<file path="config.mk">
export PLATFORM = sky130hd
export DESIGN_NAME = min_max_top
export DESIGN_NICKNAME = d
export VERILOG_FILES = /design/src/rtl/min_max_pkg.sv /design/src/rtl/min_max_decode.sv /design/src/rtl/min_max_top.sv
export SDC_FILE = /design/constraint.sdc
export NUM_CORES = 1
export LEC_CHECK = 0
export CORE_ASPECT_RATIO = 1.2
export CORE_MARGIN = 4
export CORE_UTILIZATION = 49
export CTS_CLUSTER_SIZE = 25
export DETAILED_ROUTE_END_ITERATION = 8
export PLACE_DENSITY = 0.79
export SYNTH_ARGS = -nofsm -noshare
export SYNTH_HDL_FRONTEND = slang
export SYNTH_HIERARCHICAL = 1
export SYNTH_SLANG_ARGS = --single-unit
export TNS_END_PERCENT = 100
</file>
<file path="constraint.sdc">
create_clock -name clk_i -period 1.8 [get_ports clk_i]
set_input_delay 0.18 -clock clk_i [delete_from_list [all_inputs] [get_ports clk_i]]
set_output_delay 0.18 -clock clk_i [all_outputs]
set_load 0.02 [all_outputs]
</file>
<file path="src/rtl/min_max_pkg.sv">
// min_max_pkg: command encoding and error-injection codes shared by the
// LED-bar decoder and its output register.
package min_max_pkg;

  // LED rendering command
  typedef enum logic [1:0] {
    COM_WINDOW = 2'b00,
    COM_LINEAR = 2'b01,
    COM_OFF    = 2'b10,
    COM_ON     = 2'b11
  } com_t;

  // Error-injection selectors (only honoured with MIN_MAX_ERR_INJECT_EN)
  localparam int ERR_NONE       = 0;
  localparam int ERR_WIN_NO_OSC = 1;  // window mode ignores osc_i
  localparam int ERR_LIN_SHORT  = 2;  // linear mode drops LED val_i
  localparam int ERR_ON_BIT0    = 3;  // on mode clears bit 0
  localparam int ERR_WIN_MIN_GT = 4;  // window check uses val_i > min_i
  localparam int ERR_NO_RESET   = 5;  // reset has no effect

endpackage

</file>
<file path="src/rtl/min_max_decode.sv">
// min_max_decode: purely combinational next-LED-vector computation.
// Optional macro MIN_MAX_ERR_INJECT_EN compiles in the ERRNO-selected defects;
// without it ERRNO has no effect on the logic.
module min_max_decode
  import min_max_pkg::*;
#(
  parameter int VALSIZE = 4,
  parameter int ERRNO   = 0
) (
  input  logic [1:0]            com_i,
  input  logic [VALSIZE-1:0]    min_i,
  input  logic [VALSIZE-1:0]    max_i,
  input  logic [VALSIZE-1:0]    val_i,
  input  logic                  osc_i,
  output logic [2**VALSIZE-1:0] leds_o
);

`ifdef MIN_MAX_ERR_INJECT_EN
  localparam bit ERR_WIN_NO_OSC_EN = (ERRNO == ERR_WIN_NO_OSC);
  localparam bit ERR_LIN_SHORT_EN  = (ERRNO == ERR_LIN_SHORT);
  localparam bit ERR_ON_BIT0_EN    = (ERRNO == ERR_ON_BIT0);
  localparam bit ERR_WIN_MIN_GT_EN = (ERRNO == ERR_WIN_MIN_GT);
`else
  // Injection disabled: flags are tied to zero regardless of ERRNO
  localparam bit ERR_WIN_NO_OSC_EN = (ERRNO == ERR_WIN_NO_OSC) && 1'b0;
  localparam bit ERR_LIN_SHORT_EN  = (ERRNO == ERR_LIN_SHORT)  && 1'b0;
  localparam bit ERR_ON_BIT0_EN    = (ERRNO == ERR_ON_BIT0)    && 1'b0;
  localparam bit ERR_WIN_MIN_GT_EN = (ERRNO == ERR_WIN_MIN_GT) && 1'b0;
`endif

  logic               win_ok;
  logic               blink;
  logic [VALSIZE-1:0] idx;

  // Build the LED vector bit by bit; all comparisons are unsigned at VALSIZE width
  always_comb begin
    leds_o = '0;
    idx    = '0;
    blink  = ERR_WIN_NO_OSC_EN ? 1'b0 : osc_i;
    if (ERR_WIN_MIN_GT_EN) begin
      win_ok = (val_i > min_i) && (val_i <= max_i);
    end else begin
      win_ok = (val_i >= min_i) && (val_i <= max_i);
    end
    for (int i = 0; i < 2**VALSIZE; i++) begin
      idx = i[VALSIZE-1:0];
      case (com_t'(com_i))
        COM_WINDOW: begin
          if (win_ok) begin
            if ((idx >= min_i) && (idx <= val_i)) begin
              leds_o[i] = 1'b1;
            end else if ((idx > val_i) && (idx <= max_i)) begin
              leds_o[i] = blink;
            end
          end
        end
        COM_LINEAR: begin
          if (ERR_LIN_SHORT_EN) begin
            leds_o[i] = (idx < val_i);
          end else begin
            leds_o[i] = (idx <= val_i);
          end
        end
        COM_OFF: leds_o[i] = 1'b0;
        COM_ON: begin
          leds_o[i] = !(ERR_ON_BIT0_EN && (i == 0));
        end
        default: leds_o[i] = 1'b0;
      endcase
    end
  end

endmodule

</file>
<file path="src/rtl/min_max_top.sv">
// min_max_top: registered LED-bar driver. One cycle of latency from inputs to
// leds_o, synchronous active-high reset. There is no handshake: every edge
// samples whatever is on the inputs. Optional macro MIN_MAX_ERR_INJECT_EN
// enables the ERRNO-selected defects (including ignoring reset).
module min_max_top
  import min_max_pkg::*;
#(
  parameter int VALSIZE = 4,
  parameter int ERRNO   = 0
) (
  input  logic                  clk_i,
  input  logic                  rst_i,
  input  logic [1:0]            com_i,
  input  logic [VALSIZE-1:0]    max_i,
  input  logic [VALSIZE-1:0]    min_i,
  input  logic                  osc_i,
  input  logic [VALSIZE-1:0]    val_i,
  output logic [2**VALSIZE-1:0] leds_o
);

`ifdef MIN_MAX_ERR_INJECT_EN
  localparam bit ERR_NO_RESET_EN = (ERRNO == ERR_NO_RESET);
`else
  localparam bit ERR_NO_RESET_EN = (ERRNO == ERR_NO_RESET) && 1'b0;
`endif

  logic [2**VALSIZE-1:0] leds_d;
  logic [2**VALSIZE-1:0] leds_q;

  min_max_decode #(
    .VALSIZE (VALSIZE),
    .ERRNO   (ERRNO)
  ) u_decode (
    .com_i  (com_i),
    .min_i  (min_i),
    .max_i  (max_i),
    .val_i  (val_i),
    .osc_i  (osc_i),
    .leds_o (leds_d)
  );

  // Output register; reset clears the LEDs on the edge it is seen
  always_ff @(posedge clk_i) begin
    if (rst_i && !ERR_NO_RESET_EN) begin
      leds_q <= '0;
    end else begin
      leds_q <= leds_d;
    end
  end

  assign leds_o = leds_q;

endmodule

</file>
# ---- Yosys cells after proc, flatten, opt, wreduce, memory -nomap -nowiden
# Cells that the tools add are included.
dict set report word_totals {
  ff_bits 16
  output_inout_bits 16
  word_cells 168
}
dict set report op_classes {
  n_lt_le_gt_ge 66
  n_eq_ne 3
  muxes 64
  reduce_logical 34
}
# cell count
set op_table {}
lappend op_table {{$le 4x4->1 const A} 16}
lappend op_table {{$pmux 1 s4} 16}
lappend op_table {{$mux 1} 48}
lappend op_table {{$logic_and 1x1->1} 33}
lappend op_table {{$ge 4x4->1 const A} 8}
lappend op_table {{$gt 4x4->1 const A} 8}
lappend op_table {{$le 3x4->1 const A} 8}
lappend op_table {{$ge 3x4->1 const A} 4}
lappend op_table {{$gt 3x4->1 const A} 4}
lappend op_table {{$le 1x4->1 const A} 4}
lappend op_table {{$le 2x4->1 const A} 4}
lappend op_table {{$ge 1x4->1 const A} 2}
lappend op_table {{$ge 2x4->1 const A} 2}
lappend op_table {{$gt 1x4->1 const A} 2}
lappend op_table {{$gt 2x4->1 const A} 2}
lappend op_table {{$eq 2x2->1 const B} 2}
lappend op_table {{$ge 4x4->1} 1}
lappend op_table {{$le 4x4->1} 1}
lappend op_table {{$eq 2x1->1 const B} 1}
lappend op_table {{$logic_not 2->1} 1}

# ---- Longest topological paths before layout
dict set report logic_depth {
  depth_word 6
  depth_mapped 10
}

# ---- Modules after synthesis
# The synthesis kept the hierarchy.
# mod instances cells_per_inst area_each_um2 seq_area_each_um2
set by_module_without_submodules {}
lappend by_module_without_submodules {min_max_decode 1 138 903.4 0.0}
lappend by_module_without_submodules {min_max_top 1 33 464.2 320.3}

# ---- Least setup slack after synthesis
# No wires, ideal clock.
dict set report synth_timing {
  path_type {input -> register}
  from {in min_i[2]}
  to {reg leds_q[13] (netlist: leds_o[13])}
  arrival_time_ns 1.580
  required_time_ns 1.684
  path_slack_ns 0.105
  path_stages 9
  path_buffers 2
  path_cell_list {buf_2 > inv_1 > ha_1 > a211oi_1 > a21oi_2 > nand2_2 > buf_6 > o22ai_1 > and2b_2}
}
dict set report synth_via {
  elab_chain_len 5
  elab_cells_between_ends 7
  cone_classes {2 x order compare; 3 x mux; 2 x reduce/logical}
}
# element line_no
set synth_rtl {}
lappend synth_rtl {{start, declared} min_max_top.sv:15} ;# input logic [VALSIZE-1:0] min_i,
lappend synth_rtl {{$ge 4x4->1} min_max_decode.sv:50} ;# if ((idx >= min_i) && (idx <= val_i)) begin
lappend synth_rtl {{$logic_and 1x1->1} min_max_decode.sv:50}
lappend synth_rtl {{$mux 1} min_max_decode.sv:50}
lappend synth_rtl {{$mux 1 (*)} min_max_decode.sv:49} ;# if (win_ok) begin
lappend synth_rtl {{$pmux 1 s4 (*)} min_max_decode.sv:47} ;# case (com_t'(com_i))
lappend synth_rtl {{named net leds_d[13]} min_max_top.sv:27} ;# logic [2**VALSIZE-1:0] leds_d;
lappend synth_rtl {{end signal, assigned} min_max_top.sv:47} ;# leds_q <= leds_d;
lappend synth_rtl {{end, declared} min_max_top.sv:28} ;# logic [2**VALSIZE-1:0] leds_q;
# Mark *: on every way through the listed nets, which the timed path passes. The rest lies on a longest branch.
# A chain may end at the register's enable or synchronous reset.

# ---- Worst setup path after layout
dict set report layout_timing {
  from {in max_i[0]}
  to {reg leds_q[1] (netlist: leds_o[1])}
}
dict set report layout_via {
  elab_chain_len 6
  elab_cells_between_ends 8
  cone_classes {2 x order compare; 4 x mux; 2 x reduce/logical}
}
# element line_no
set layout_rtl {}
lappend layout_rtl {{start, declared} min_max_top.sv:14} ;# input logic [VALSIZE-1:0] max_i,
lappend layout_rtl {{$le 1x4->1} min_max_decode.sv:52} ;# end else if ((idx > val_i) && (idx <= max_i)) begin
lappend layout_rtl {{$logic_and 1x1->1} min_max_decode.sv:52}
lappend layout_rtl {{$mux 1} min_max_decode.sv:52}
lappend layout_rtl {{$mux 1} min_max_decode.sv:50}
lappend layout_rtl {{$mux 1 (*)} min_max_decode.sv:49}
lappend layout_rtl {{$pmux 1 s4 (*)} min_max_decode.sv:47}
lappend layout_rtl {{named net leds_d[1]} min_max_top.sv:27}
# Marked as above.

==> flow_metrics.env <==
export IMPL_synth_nets=196
export IMPL_nNetsFinal=255
export IMPL_yosys_area_share_simple_pct=22.32
export IMPL_finalSetupViolations=0
export IMPL_wl_um=4520
export IMPL_synth_edf_count=0
export IMPL_status="finished, final reports clean"
export IMPL_area_growth_pct=48.58
export IMPL_grt_pass1_wl_um=6389
export IMPL_power_switching_mw=0.3429
export IMPL_ant_nets=0
export IMPL_tightest_slew_ns=0.4395
export IMPL_ys_warn_count=6
export IMPL_min_period_ns=1.771
export IMPL_drive_above_1_share_pct=32.46
export IMPL_place_ws_ns=-0.4198
export IMPL_worstPathMaxFanout=7
export IMPL_dp_hpwl_um=3033
export IMPL_place_congestion=0.8912
export IMPL_cts_buffers_inserted=3
export IMPL_p_clk_share_pct=17.9
export IMPL_p_comb_share_pct=44.6
export IMPL_vias_per_cell=6.192
export IMPL_cts_tree="built"
export IMPL_postLayoutCellArea_um2=2032
export IMPL_cts_root_buffer="clkbuf_4"
export IMPL_num_rows=20
export IMPL_overflow=0
export IMPL_fin_cells=261
export IMPL_clock_path_buffers=2
export IMPL_crit_path_start_kind="input port"
export IMPL_hold_ws_ns=0.5349
export IMPL_coreArea_um2=2603
export IMPL_final_util_pct=78.08
export IMPL_power_density_nw_per_um2=498.3
export IMPL_p_sw_share_pct=33.87
export IMPL_hp_start="max_i[1]"
export IMPL_hold_viol_final=0
export IMPL_finalCritPeriodShare_pct=98.42
export IMPL_largest_register_ffs=16
export IMPL_post_dp_cell_area_um2=1872
export IMPL_seqPwrFrac_pct=37.5
export IMPL_total_power_mw=1.013
export IMPL_synth_compound_area_share_pct=36.32
export IMPL_max_freq_mhz=564.5
export IMPL_synthCells=171
export IMPL_critPathKind="in2reg"
export IMPL_tns_ns=0
export IMPL_antenna_cells=0
export IMPL_synth_xor_area_share_pct=0
export IMPL_muxShareOfSynthArea_pct=0.7319
export IMPL_peakVddDrop_mv=0.3882
export IMPL_async_flop_share_pct=0
export IMPL_io_pins=33
export IMPL_synthAdderAreaFrac_pct=7.319
export IMPL_synth_seq_area_share_pct=23.42
export IMPL_design_die_area_um2=3704
export IMPL_p_leak_nw=0.8880
export IMPL_startpoint="max_i[0]"
export IMPL_netlist_area_um2=1368
export IMPL_ys_types=44
export IMPL_drc=0
export IMPL_intPower_mw=0.6696
export IMPL_synth_top_family_by_area="compound AO/OA/AOI/OAI gates"
export IMPL_clkSlewWorstSetupHoldPaths_ns=0.09
export IMPL_endpoint_kind="flop"
export IMPL_grt_use_total_pct=21.78
export IMPL_io_buffers=32
export IMPL_finalMaxSlewViolations=0
export IMPL_start_util_pct=52.55
export IMPL_hold_path_class="in2reg"
export IMPL_relSlewSlack_pct=70.61
export IMPL_placedCellCount=255
export IMPL_dr_total_vias=1616
export IMPL_ys_seq_elements=16
export IMPL_dr_first_iter_drc_count=73
export IMPL_wl_per_cell_um=17.32
export IMPL_cts_hold_buf=0
export IMPL_grt_max_degree=17
export IMPL_die_w_um=56.23
export IMPL_grt_antenna_before_repair=0
export IMPL_cp_arrival_ns=1.95
export IMPL_synth_area_per_cell_um2=7.997
export IMPL_htree_levels=1
export IMPL_grt_pass1_vias=1492
export IMPL_die_h_um=65.87
export IMPL_setup_slack_ns=0.02851
export IMPL_maxCapViolCount=0
export IMPL_synth_flop_cell="dfxtp_1"
export IMPL_cts_sinks=16
export IMPL_dr_pass1_iters=4
export IMPL_crit_required_ns=1.98
[worst max-delay path, stage by stage]
cell	delay [ns]
clkdlybuf4s50_1	0.46
ha_1	0.28
nor2b_4	0.11
o21ai_1	0.08
a32o_2	0.30
buf_4	0.16
nand2_4	0.10
o21bai_1	0.08
and2b_2	0.19
[metal layers]
layer  track usage [%]  wire [um]  vias to the layer above  share of wire, %
met5                 0          0                        -                 0
met4             15.43        329                        0               7.3
met3             1.953        410                       35               9.1
met2             40.79       2136                      123                47
met1             22.56       1644                      706                36
li1                  -          -                      752                 -
[synthesized netlist by cell type, types with 4 or more instances]
cell type / count / area (um^2)
a21oi_1: 15 / 75.07
a31oi_1: 12 / 75.07
and2b_2: 6 / 52.55
buf_2: 4 / 20.02
buf_6: 5 / 56.30
dfxtp_1: 16 / 320.3
ha_1: 8 / 100.1
inv_1: 8 / 30.03
nand2_1: 8 / 30.03
nand3_1: 4 / 20.02
nor2_1: 11 / 41.29
nor2b_1: 4 / 25.02
nor2b_2: 7 / 61.31
o21ai_0: 14 / 70.07
o22ai_1: 8 / 50.05
[power by group through the flow]
| stage | sequential, mW | combinational (mW) | clock, mW |
|---|---|---|---|
| finish | 0.380 | 0.452 | 0.181 |
| global route | 0.382 | 0.481 | 0.196 |
| CTS | 0.380 | 0.399 | 0.183 |
| floorplan | 0.416 | 0.190 | 0 |
| detailed placement | 0.388 | 0.394 | 0 |
| global placement | 0.387 | 0.381 | 0 |
[layout make-up]
type                            instances  area [um^2]
Tap cell                               33        41.29
Inverter                               10        37.54
Fill cell                             180        570.5
Sequential cell                        16        320.3
Clock buffer                            3        22.52
Multi-Input combinational cell        133         1007
Timing Repair Buffer                   66        603.1
[kinds of logic after synthesis]
group | after synthesis
buffers and inverters | 23
AO/OA/AOI/OAI | 72
flip-flops | 16
multiplexers | 1
adder cells (fa/ha/maj) | 8
AND/OR/NAND/NOR | 51
[repair_timing]
| item | CTS | global route |
|---|---|---|
| pin swaps | 1 | 10 |
| setup endpoints to repair | 15 | 16 |
| setup buffers | 0 | 2 |
| hold endpoints to repair | 0 | 0 |
| cloned | 0 | 1 |
| gates resized for setup | 2 | 23 |
[layout by cell type, fill, tap and decap left out, drive strengths merged, types with 10 or more instances in the layout]
master         Yosys  layout
buf               10      34
clkdlybuf4s50      0      24
dfxtp             16      16
a21oi             16      16
o21ai             15      15
a31oi             12      12
nor2              11      11
nor2b             11      11
nand2              9      10
inv               10      10
[worst paths after layout]
kind | endpoint | slack (ns) | cells past startpoint
worst min-delay path | leds_o[15]$_SDFF_PP0_ | 0.53 | 5
worst max-delay path | leds_o[1]$_SDFF_PP0_ | 0.03 | 9
No activity file was read; power rests on OpenSTA's default activity.
